$ cat src/rtl/fifo_sched_pkg.sv
`default_nettype none
// ============================================================================
// Module   : fifo_sched_pkg
// Purpose  : Shared pointer type, full/empty helper and parameter sanity check
//            for the shared-FIFO write scheduler.
// Revision : 1.0
// ============================================================================
package fifo_sched_pkg;

    localparam int PTR_MAX       = 16;
    localparam int PTR_WIDTH_DEF = 3;

    typedef logic [PTR_WIDTH_DEF:0] ptr_t;

    typedef struct packed {
        logic full;
        logic empty;
    } flags_t;

    // Pointers arrive zero-extended to PTR_MAX+1 bits; pw selects the wrap bit.
    function automatic flags_t calc_flags(input logic [PTR_MAX:0] wptr,
                                          input logic [PTR_MAX:0] rptr,
                                          input int               pw);
        flags_t           f;
        logic [PTR_MAX:0] diff;
        diff    = wptr ^ rptr;
        f.full  = 1'b1;
        f.empty = 1'b1;
        for (int b = 0; b <= PTR_MAX; b++) begin
            if (b < pw) begin
                if (diff[b]) begin
                    f.full  = 1'b0;
                    f.empty = 1'b0;
                end
            end else if (b == pw) begin
                if (diff[b]) f.empty = 1'b0;
                else         f.full  = 1'b0;
            end
        end
        return f;
    endfunction

    function automatic bit depth_ok(input int depth, input int pw);
        return (pw >= 1) && (pw < PTR_MAX) && (depth == (1 << pw));
    endfunction

endpackage
`default_nettype wire

$ cat src/rtl/rr_arbiter.sv
`default_nettype none
// ============================================================================
// Module   : rr_arbiter
// Purpose  : Round-robin arbiter with internal priority pointer; priority
//            moves past the winner whenever the grant strobe is asserted.
// Revision : 1.0
// ============================================================================
module rr_arbiter #(
    parameter int NUM_REQ = 4
) (
    input  logic                       clk,
    input  logic                       rst,
    input  logic [NUM_REQ-1:0]         req_i,
    input  logic                       en_i,
    input  logic                       strobe_i,
    output logic [NUM_REQ-1:0]         gnt_o,
    output logic [$clog2(NUM_REQ)-1:0] gnt_idx_o
);

    localparam int IW = $clog2(NUM_REQ);

    logic [IW-1:0] prio_q;
    logic [IW-1:0] prio_d;
    logic          hit;
    int            j;

    always_comb begin
        gnt_o     = '0;
        gnt_idx_o = '0;
        hit       = 1'b0;
        j         = 0;
        for (int k = 0; k < NUM_REQ; k++) begin
            j = int'(prio_q) + k;
            if (j >= NUM_REQ) j = j - NUM_REQ;
            if (en_i && !hit && req_i[j]) begin
                hit       = 1'b1;
                gnt_o[j]  = 1'b1;
                gnt_idx_o = IW'(j);
            end
        end
    end

    assign prio_d = (gnt_idx_o == IW'(NUM_REQ - 1)) ? '0 : gnt_idx_o + 1'b1;

    always_ff @(posedge clk) begin
        if (rst)           prio_q <= '0;
        else if (strobe_i) prio_q <= prio_d;
    end

endmodule
`default_nettype wire

$ cat src/rtl/fifo_wr_sched.sv
`default_nettype none
// ============================================================================
// Module   : fifo_wr_sched
// Purpose  : Arbitrates NUM_REQ writers into one FIFO memory and drives its
//            pointers, enables and status. FIFO_WR_SCHED_ERR_EN adds a sticky
//            err_underflow output.
// Revision : 1.0
// ============================================================================
module fifo_wr_sched
    import fifo_sched_pkg::*;
#(
    parameter int DEPTH      = 8,
    parameter int DATA_WIDTH = 8,
    parameter int PTR_WIDTH  = 3,
    parameter int NUM_REQ    = 4
) (
    input  logic                          clk,
    input  logic                          rst,
    input  logic [NUM_REQ-1:0]            req_valid,
    input  logic [NUM_REQ*DATA_WIDTH-1:0] req_data,
    output logic [NUM_REQ-1:0]            req_ready,
    input  logic                          rd_req,
    output logic                          rd_valid,
    output logic                          mem_w_en,
    output logic                          mem_r_en,
    output logic [DATA_WIDTH-1:0]         mem_wdata,
    output logic [PTR_WIDTH:0]            mem_wptr,
    output logic [PTR_WIDTH:0]            mem_rptr,
    output logic                          full,
    output logic                          empty,
    output logic [PTR_WIDTH:0]            count,
    output logic [$clog2(NUM_REQ)-1:0]    grant_id
`ifdef FIFO_WR_SCHED_ERR_EN
    ,
    output logic                          err_underflow
`endif
);

    localparam int IW = $clog2(NUM_REQ);

    if (!depth_ok(DEPTH, PTR_WIDTH)) begin : g_bad_depth
        $error("fifo_wr_sched: DEPTH must equal 2**PTR_WIDTH");
    end
    if (NUM_REQ < 2) begin : g_bad_nreq
        $error("fifo_wr_sched: NUM_REQ must be at least 2");
    end

    logic [PTR_WIDTH:0] wptr_q, wptr_d;
    logic [PTR_WIDTH:0] rptr_q, rptr_d;
    logic [IW-1:0]      grant_id_q, grant_id_d;
    logic               rd_valid_q;
    logic [NUM_REQ-1:0] gnt;
    logic [IW-1:0]      gnt_idx;
    flags_t             flags;

    // Flags come only from registered pointers, so req_ready never sees rd_req.
    assign flags = calc_flags({{(PTR_MAX - PTR_WIDTH){1'b0}}, wptr_q},
                              {{(PTR_MAX - PTR_WIDTH){1'b0}}, rptr_q},
                              PTR_WIDTH);

    rr_arbiter #(
        .NUM_REQ (NUM_REQ)
    ) u_arb (
        .clk       (clk),
        .rst       (rst),
        .req_i     (req_valid),
        .en_i      (!flags.full),
        .strobe_i  (mem_w_en),
        .gnt_o     (gnt),
        .gnt_idx_o (gnt_idx)
    );

    assign req_ready = gnt;
    assign mem_w_en  = |gnt;
    assign mem_wdata = req_data[gnt_idx*DATA_WIDTH +: DATA_WIDTH];
    assign mem_r_en  = rd_req & !flags.empty;

    always_comb begin
        wptr_d     = wptr_q + {{PTR_WIDTH{1'b0}}, mem_w_en};
        rptr_d     = rptr_q + {{PTR_WIDTH{1'b0}}, mem_r_en};
        grant_id_d = mem_w_en ? gnt_idx : grant_id_q;
    end

    always_ff @(posedge clk) begin
        if (rst) begin
            wptr_q     <= '0;
            rptr_q     <= '0;
            grant_id_q <= '0;
            rd_valid_q <= 1'b0;
        end else begin
            wptr_q     <= wptr_d;
            rptr_q     <= rptr_d;
            grant_id_q <= grant_id_d;
            rd_valid_q <= mem_r_en;
        end
    end

    assign mem_wptr = wptr_q;
    assign mem_rptr = rptr_q;
    assign full     = flags.full;
    assign empty    = flags.empty;
    assign count    = wptr_q - rptr_q;
    assign grant_id = grant_id_q;
    assign rd_valid = rd_valid_q;

`ifdef FIFO_WR_SCHED_ERR_EN
    logic err_q;

    always_ff @(posedge clk) begin
        if (rst) err_q <= 1'b0;
        else     err_q <= err_q | (rd_req & flags.empty);
    end

    assign err_underflow = err_q;
`endif

endmodule
`default_nettype wire

$ cat config.mk
export PLATFORM = sky130hd
export DESIGN_NAME = fifo_wr_sched
export DESIGN_NICKNAME = d
export VERILOG_FILES = /design/src/rtl/fifo_sched_pkg.sv /design/src/rtl/rr_arbiter.sv /design/src/rtl/fifo_wr_sched.sv
export SDC_FILE = /design/constraint.sdc
export NUM_CORES = 1
export LEC_CHECK = 0
export BUFFER_PORTS_ARGS = -buffer_cell sky130_fd_sc_hd__buf_2
export CAP_MARGIN = 20
export CORE_MARGIN = 3
export CORE_UTILIZATION = 47
export CTS_CLUSTER_DIAMETER = 100
export DETAILED_ROUTE_END_ITERATION = 10
export GPL_ROUTABILITY_DRIVEN = 0
export GPL_TIMING_DRIVEN = 0
export PLACE_DENSITY = 0.81
export SLEW_MARGIN = 10
export SYNTH_ARGS = -nofsm -noshare
export SYNTH_HDL_FRONTEND = slang
export SYNTH_SLANG_ARGS = --single-unit
$ cat constraint.sdc
create_clock -name clk -period 4.55 [get_ports clk]
set_input_delay 0.2275 -clock clk [delete_from_list [all_inputs] [get_ports clk]]
set_output_delay 0.2275 -clock clk [all_outputs]
set_load 0.005 [all_outputs]
### After elaboration in Yosys (flattened, before gate mapping)

Cells that the tools add are included.

* bits in registers: 13
* input port bits: 39
* output and inout bits: 31

* add/subtract/negate cells: 11
* order comparisons: 12
* equal/unequal tests: 1
* shift-type cells: 1
* mux-type cells: 41
* bitwise gates (word level): 5
* reductions and logical operators: 17

Operators with widths (count)
* $ge 32x1->1 const B: 4
* $lt 32x4->1 const B: 4
* $mux 32: 4
* $ge 32x4->1 const B: 3
* $sub 32x4->32 const B: 3
* $shiftx 32x6->8: 1
* $mux 1: 17
* $mux 2: 8
* $mux 4: 4
* $or 4x4->4: 3
* $logic_and 1x1->1: 11
* $add 4x1->4: 2
* $bmux 1 s2: 4
* $demux 1 s2: 4
* $add 2x2->3 const B: 2
* $logic_not 1->1: 5
* $reduce_or 4->1: 1
* $sub 2x3->4 const B: 1
* $sub 4x4->4: 1
* $xor 4x4->4: 1
* $add 2x1->3 const B: 1
* $ge 2x3->1 const B: 1
* $add 2x1->2 const B: 1
* $eq 2x2->1 const B: 1
* $and 1x1->1: 1

### Logic depth before layout (Yosys ltp)

* word-level depth: 22
* gate-level depth with buffers: 15

### By module

A second synthesis with hierarchy kept.

* cell total of the unflattened synthesis: 134
* area total of the unflattened synthesis: 1376.3 µm²

Modules (own cells, without submodules)
* fifo_wr_sched: instances 1, cells an instance 68, area each 765.7 µm², seq. area each 220.2 µm²
* rr_arbiter: instances 1, cells an instance 66, area each 610.6 µm², seq. area each 40.0 µm²

### Worst setup path after synthesis

OpenSTA, ideal clock, no wires.

* path kind: register to register
* start point: reg u_arb.prio_q[0]
* end point: reg wptr_q[1] (netlist: mem_wptr[1])
* library setup time: 0.118 ns
* arrival: 3.356 ns
* data required time: 4.432 ns
* slack: 1.076 ns
* cell stages (with the launch flop): 15
* buffers on the path: 3
* clock period less this slack: 3.474 ns
* cells stage by stage: dfxtp_1 > buf_6 > inv_1 > ha_1 > buf_6 > mux2_2 > nand3_1 > o21ai_0 > and3b_2 > a221o_1 > or4_4 > buf_6 > ha_1 > ha_1 > nor2b_1

* word-level cells in the longest chain between the ends: 21
* elaborated cells between the ends (all ways): 69

Ends and longest elaborated chain
* from (decl): line rr_arbiter.sv:22 `logic [IW-1:0] prio_q;`
* from (signal assigned): line rr_arbiter.sv:47 `else if (strobe_i) prio_q <= prio_d;`
* parallel branches: the longest is 18 deep, another holds $sub 32x4->32
* $mux 4 (*): line rr_arbiter.sv:35 `if (en_i && !hit && req_i[j]) begin`
* named net req_ready[0]: line fifo_wr_sched.sv:21 `output logic [NUM_REQ-1:0] req_ready,`
* $reduce_or 4->1 (*): line fifo_wr_sched.sv:74 `assign mem_w_en = |gnt;`
* named net mem_w_en: line fifo_wr_sched.sv:24 `output logic mem_w_en,`
* $add 4x1->4 (*): line fifo_wr_sched.sv:79 `wptr_d = wptr_q + {{PTR_WIDTH{1'b0}}, mem_w_en};`
* named net wptr_d[1]: line fifo_wr_sched.sv:48 `logic [PTR_WIDTH:0] wptr_q, wptr_d;`
* to (signal assigned): line fifo_wr_sched.sv:91 `wptr_q <= wptr_d;`
* to (decl): line fifo_wr_sched.sv:48

Mark *: on every way through the listed nets, which the timed path passes. The select of a mux whose other input is x is not followed.
A chain may end at the register's enable or synchronous reset.

### Worst setup path in the final report

* start point: reg u_arb.prio_q[0]
* end point: reg wptr_q[1] (netlist: mem_wptr[1])

* word-level cells in the longest chain between the ends: 21
* elaborated cells between the ends (all ways): 69

Ends and longest elaborated chain (line)
* parallel branches: the longest is 18 deep, another holds $sub 32x4->32
* $mux 4 (*): rr_arbiter.sv:35
* $reduce_or 4->1 (*): fifo_wr_sched.sv:74
* $add 4x1->4 (*): fifo_wr_sched.sv:79
* named net wptr_d[1]: fifo_wr_sched.sv:48

Marked as above.

==> flow_summary.yaml <==
sta:
  timing.final.max_slew_violations: 0
  slew_headroom: 0.731
  fmax_mhz: 267
  period_share: 0.824
  finalWorstPathRequiredPeriod_ns: 3.75
  hold_viol_final: 0
  setup_viol_count_final: 0
  setup_total_negative_slack_ns: 0
  setup_repair_after_global_routing_missed_its_margin: "false"
  tightestPinTransition_ns: 0.404
  clock_skew_ns: 0.00347
critical_path:
  critical_path.max_stage_delay_ns: 0.54
  cp_top_family: "simple AND/OR/NAND/NOR gates"
  data_arrival_time_at_the_worst_slack_endpoint_ns: 3.91
  crit_path_end_kind: "flop"
  timing.rr.start: "u_arb.prio_q[0]"
  worst-setup-path-type: "flop to flop"
  crit_path_start_kind: "flop"
  number_of_cell_instances_on_the_worst_register_to_register_path: 14
  critical_path_buf_inv_count: 4
  slowest_stage_cell_cp: "sky130_fd_sc_hd__or4_4"
  cp_max_fo: 10
  regToRegEndpoint: "mem_wptr[1]"
  worstPathCellList: "buf_6 > inv_1 > ha_1 > buf_6 > mux2_2 > nand3_1 > o21ai_0 > and3b_2 > a221o_1 > or4_4 > buf_6 > ha_1 > ha_1 > nor2b_1"
  setup.reg_to_reg.worst_slack_ns: 0.80
  critPathRequiredTime_ns: 4.71
placement:
  buffer_ports.inserted: 67
  detailedPlacementHpwl_um: 2750
cells_and_area:
  antenna-diode-count: 0
  multi_input_combinational_cell_area_mm2: 0.00104
  layout.cells.most_common: "sky130_fd_sc_hd__buf_2"
  post_route_cells_drive_above_1_share: 0.438
  final_cell_mix: "sky130_fd_sc_hd__buf_2 (68), sky130_fd_sc_hd__nor2_1 (15), sky130_fd_sc_hd__ha_1 (15)"
  filler_cell_count: 250
  final_nets: 275
  areaGrowthSynthToFinish_pct: 27.7
  fin_util: 0.648
  sequential_cell_area_um2: 260
synth:
  ys_types: 45
  yosys.area.top_type_share: 0.180
  synthesis.nets: 203
  ys_dominant_reg_cell: "sky130_fd_sc_hd__dfxtp_1"
  ys_warn_count: 0
  synth.top_cells.by_area: "sky130_fd_sc_hd__dfxtp_1 (18%), sky130_fd_sc_hd__mux4_2 (16%), sky130_fd_sc_hd__ha_1 (13%), sky130_fd_sc_hd__mux2i_1 (4.8%), sky130_fd_sc_hd__nor2_1 (3.9%)"
  synth-edff-count: 0
  netlist_area_mm2: 0.00145
  synth_cells: 148
  synth_area_per_inst_um2: 9.78
  asyncSetResetFlopFracSynth: 0
  synth.yosys.seq_area_share: 0.180
  synth_seq_cells: 13
  synth.largest_area_cell: "sky130_fd_sc_hd__dfxtp_1"
global_routing:
  antenna_found_initial: 0
  grt.overflow.total: 0
  grt_pass1_wl_um: 5100
  grt_start_max_net_pins: 11
  groute.usage.overall: 0.175
  via_count_of_the_first_global_routing_pass: 1178
clocking:
  clk_transition_reported_paths_ns: 0.08
  cts_max_path_buffers: 2
  clock_sinks: 13
  cts.htree.levels: 1
  cts_resized: 0
  post-cts-setup-buffer-count: 0
  tritoncts: "done"
  number_of_buffers_added_by_the_clock_tree_synthesis_step: 3
  post_cts_hold_buffer_count: 0
  insertion_delay_ns: 0.27
  clock_tree.root_cell: "sky130_fd_sc_hd__clkbuf_4"
min_path:
  hp-class: "input port to flop"
  min_delay_worst_endpoint: "u_arb.prio_q[0]"
  min_delay_path_depth: 3
  hold_path.startpoint: "rst"
floorplan:
  core-area_mm2: 0.00285
  start_util: 0.507
  floorplan.die.height_um: 61.5
  fp.dieW_um: 61.5
  rows: 19
  fp.dieArea_mm2: 0.00378
  floorplan.io_pins: 70
route:
  route.detailed.wl_per_inst_um: 13.6
  drt_iter0_markers: 60
  num_vias: 1349
  drc: 0
  vias_per_cell: 5.40
  drtAntennaViolNets: 0
  first_pass_iters: 4
  routed_wirelength_um: 3390
job:
  timing.max_cap.violations: 0
power_and_ir_drop:
  power_density_mw_per_mm2: 620
  irDropWorstVdd_uv: 303
  totalPowerFinal_mw: 1.15
  p_leak_nw: 0.942
outcome:
  result_of_the_run: "completed"
report_power, final:
group / internal (mW) / total (mW) / leakage (nW) / switching, mW
combinational: 0.485 / 0.904 / 0.821 / 0.419
clock: 0.0339 / 0.0694 / 0.0150 / 0.0355
sequential: 0.144 / 0.172 / 0.106 / 0.0285
kinds of logic after synthesis:
| kind of cell | synth area share |
|---|---|
| compound gates | 0.126 |
| xor+xnor | 0.0424 |
| fa+ha+maj | 0.143 |
| buf+inv | 0.0994 |
| flops | 0.180 |
| mux | 0.222 |
| simple gates | 0.187 |
worst max-delay path by stage:
| stage | depth (start not counted) | startpoint | end |
|---|---|---|---|
| final | 14 | u_arb.prio_q[0] | mem_wptr[1] |
| after global routing | 15 | u_arb.prio_q[0] | mem_wptr[2] |
| after CTS | 14 | u_arb.prio_q[0] | mem_wptr[1] |
| after detailed placement | 14 | u_arb.prio_q[0] | mem_wptr[1] |
| after global placement | 14 | u_arb.prio_q[0] | mem_wptr[1] |
| after floorplan | 14 | u_arb.prio_q[0] | mem_wptr[1] |
metrics by stage:
stage,cell area [µm²],cells,hold slack (ns),worst slack (ns)
final,1850,250,0.291,0.799
after global routing,1850,250,0.295,0.619
after CTS,1850,250,0.284,0.814
after detailed placement,1820,246,0.468,0.841
after global placement,1820,246,0.468,0.861
after floorplan,1450,148,0.401,1.08
cell type report:
class	count	share of cell area
Tap cell	31	0.0210
Clock buffer	4	0.0142
Multi-Input combinational cell	114	0.565
Sequential cell	13	0.141
Inverter	11	0.0223
Timing Repair Buffer	67	0.181
Buffer	10	0.0555
cell usage after synthesis, types with 5 or more instances:
cell	instances
sky130_fd_sc_hd__dfxtp_1	13
sky130_fd_sc_hd__ha_1	15
sky130_fd_sc_hd__inv_1	11
sky130_fd_sc_hd__mux2i_1	7
sky130_fd_sc_hd__mux4_2	10
sky130_fd_sc_hd__nand2b_1	5
sky130_fd_sc_hd__nand3_1	6
sky130_fd_sc_hd__nor2_1	15
sky130_fd_sc_hd__nor2b_1	6
state kept, by name (all words and copies together) (netlist names):
signal / count
u_arb.prio_q: 2
mem_wptr: 4
rd_valid: 1
mem_rptr: 4
grant_id: 2
worst min-delay path, delay by kind of cell:
| family | cells | cell delay, ns |
|---|---|---|
| buf+inv | 1 | 0.13 |
| simple gates | 1 | 0.10 |
| mux | 1 | 0.05 |
routing by layer:
metal,share of wire,routed length [µm],GRT usage,vias up
li1,-,-,-,676
met5,0,0,0,-
met3,0.037,124,0.0126,2
met4,0.0094,32,0.0636,0
met1,0.46,1550,0.249,635
met2,0.50,1680,0.275,36
(Power assumes the default switching activity.)
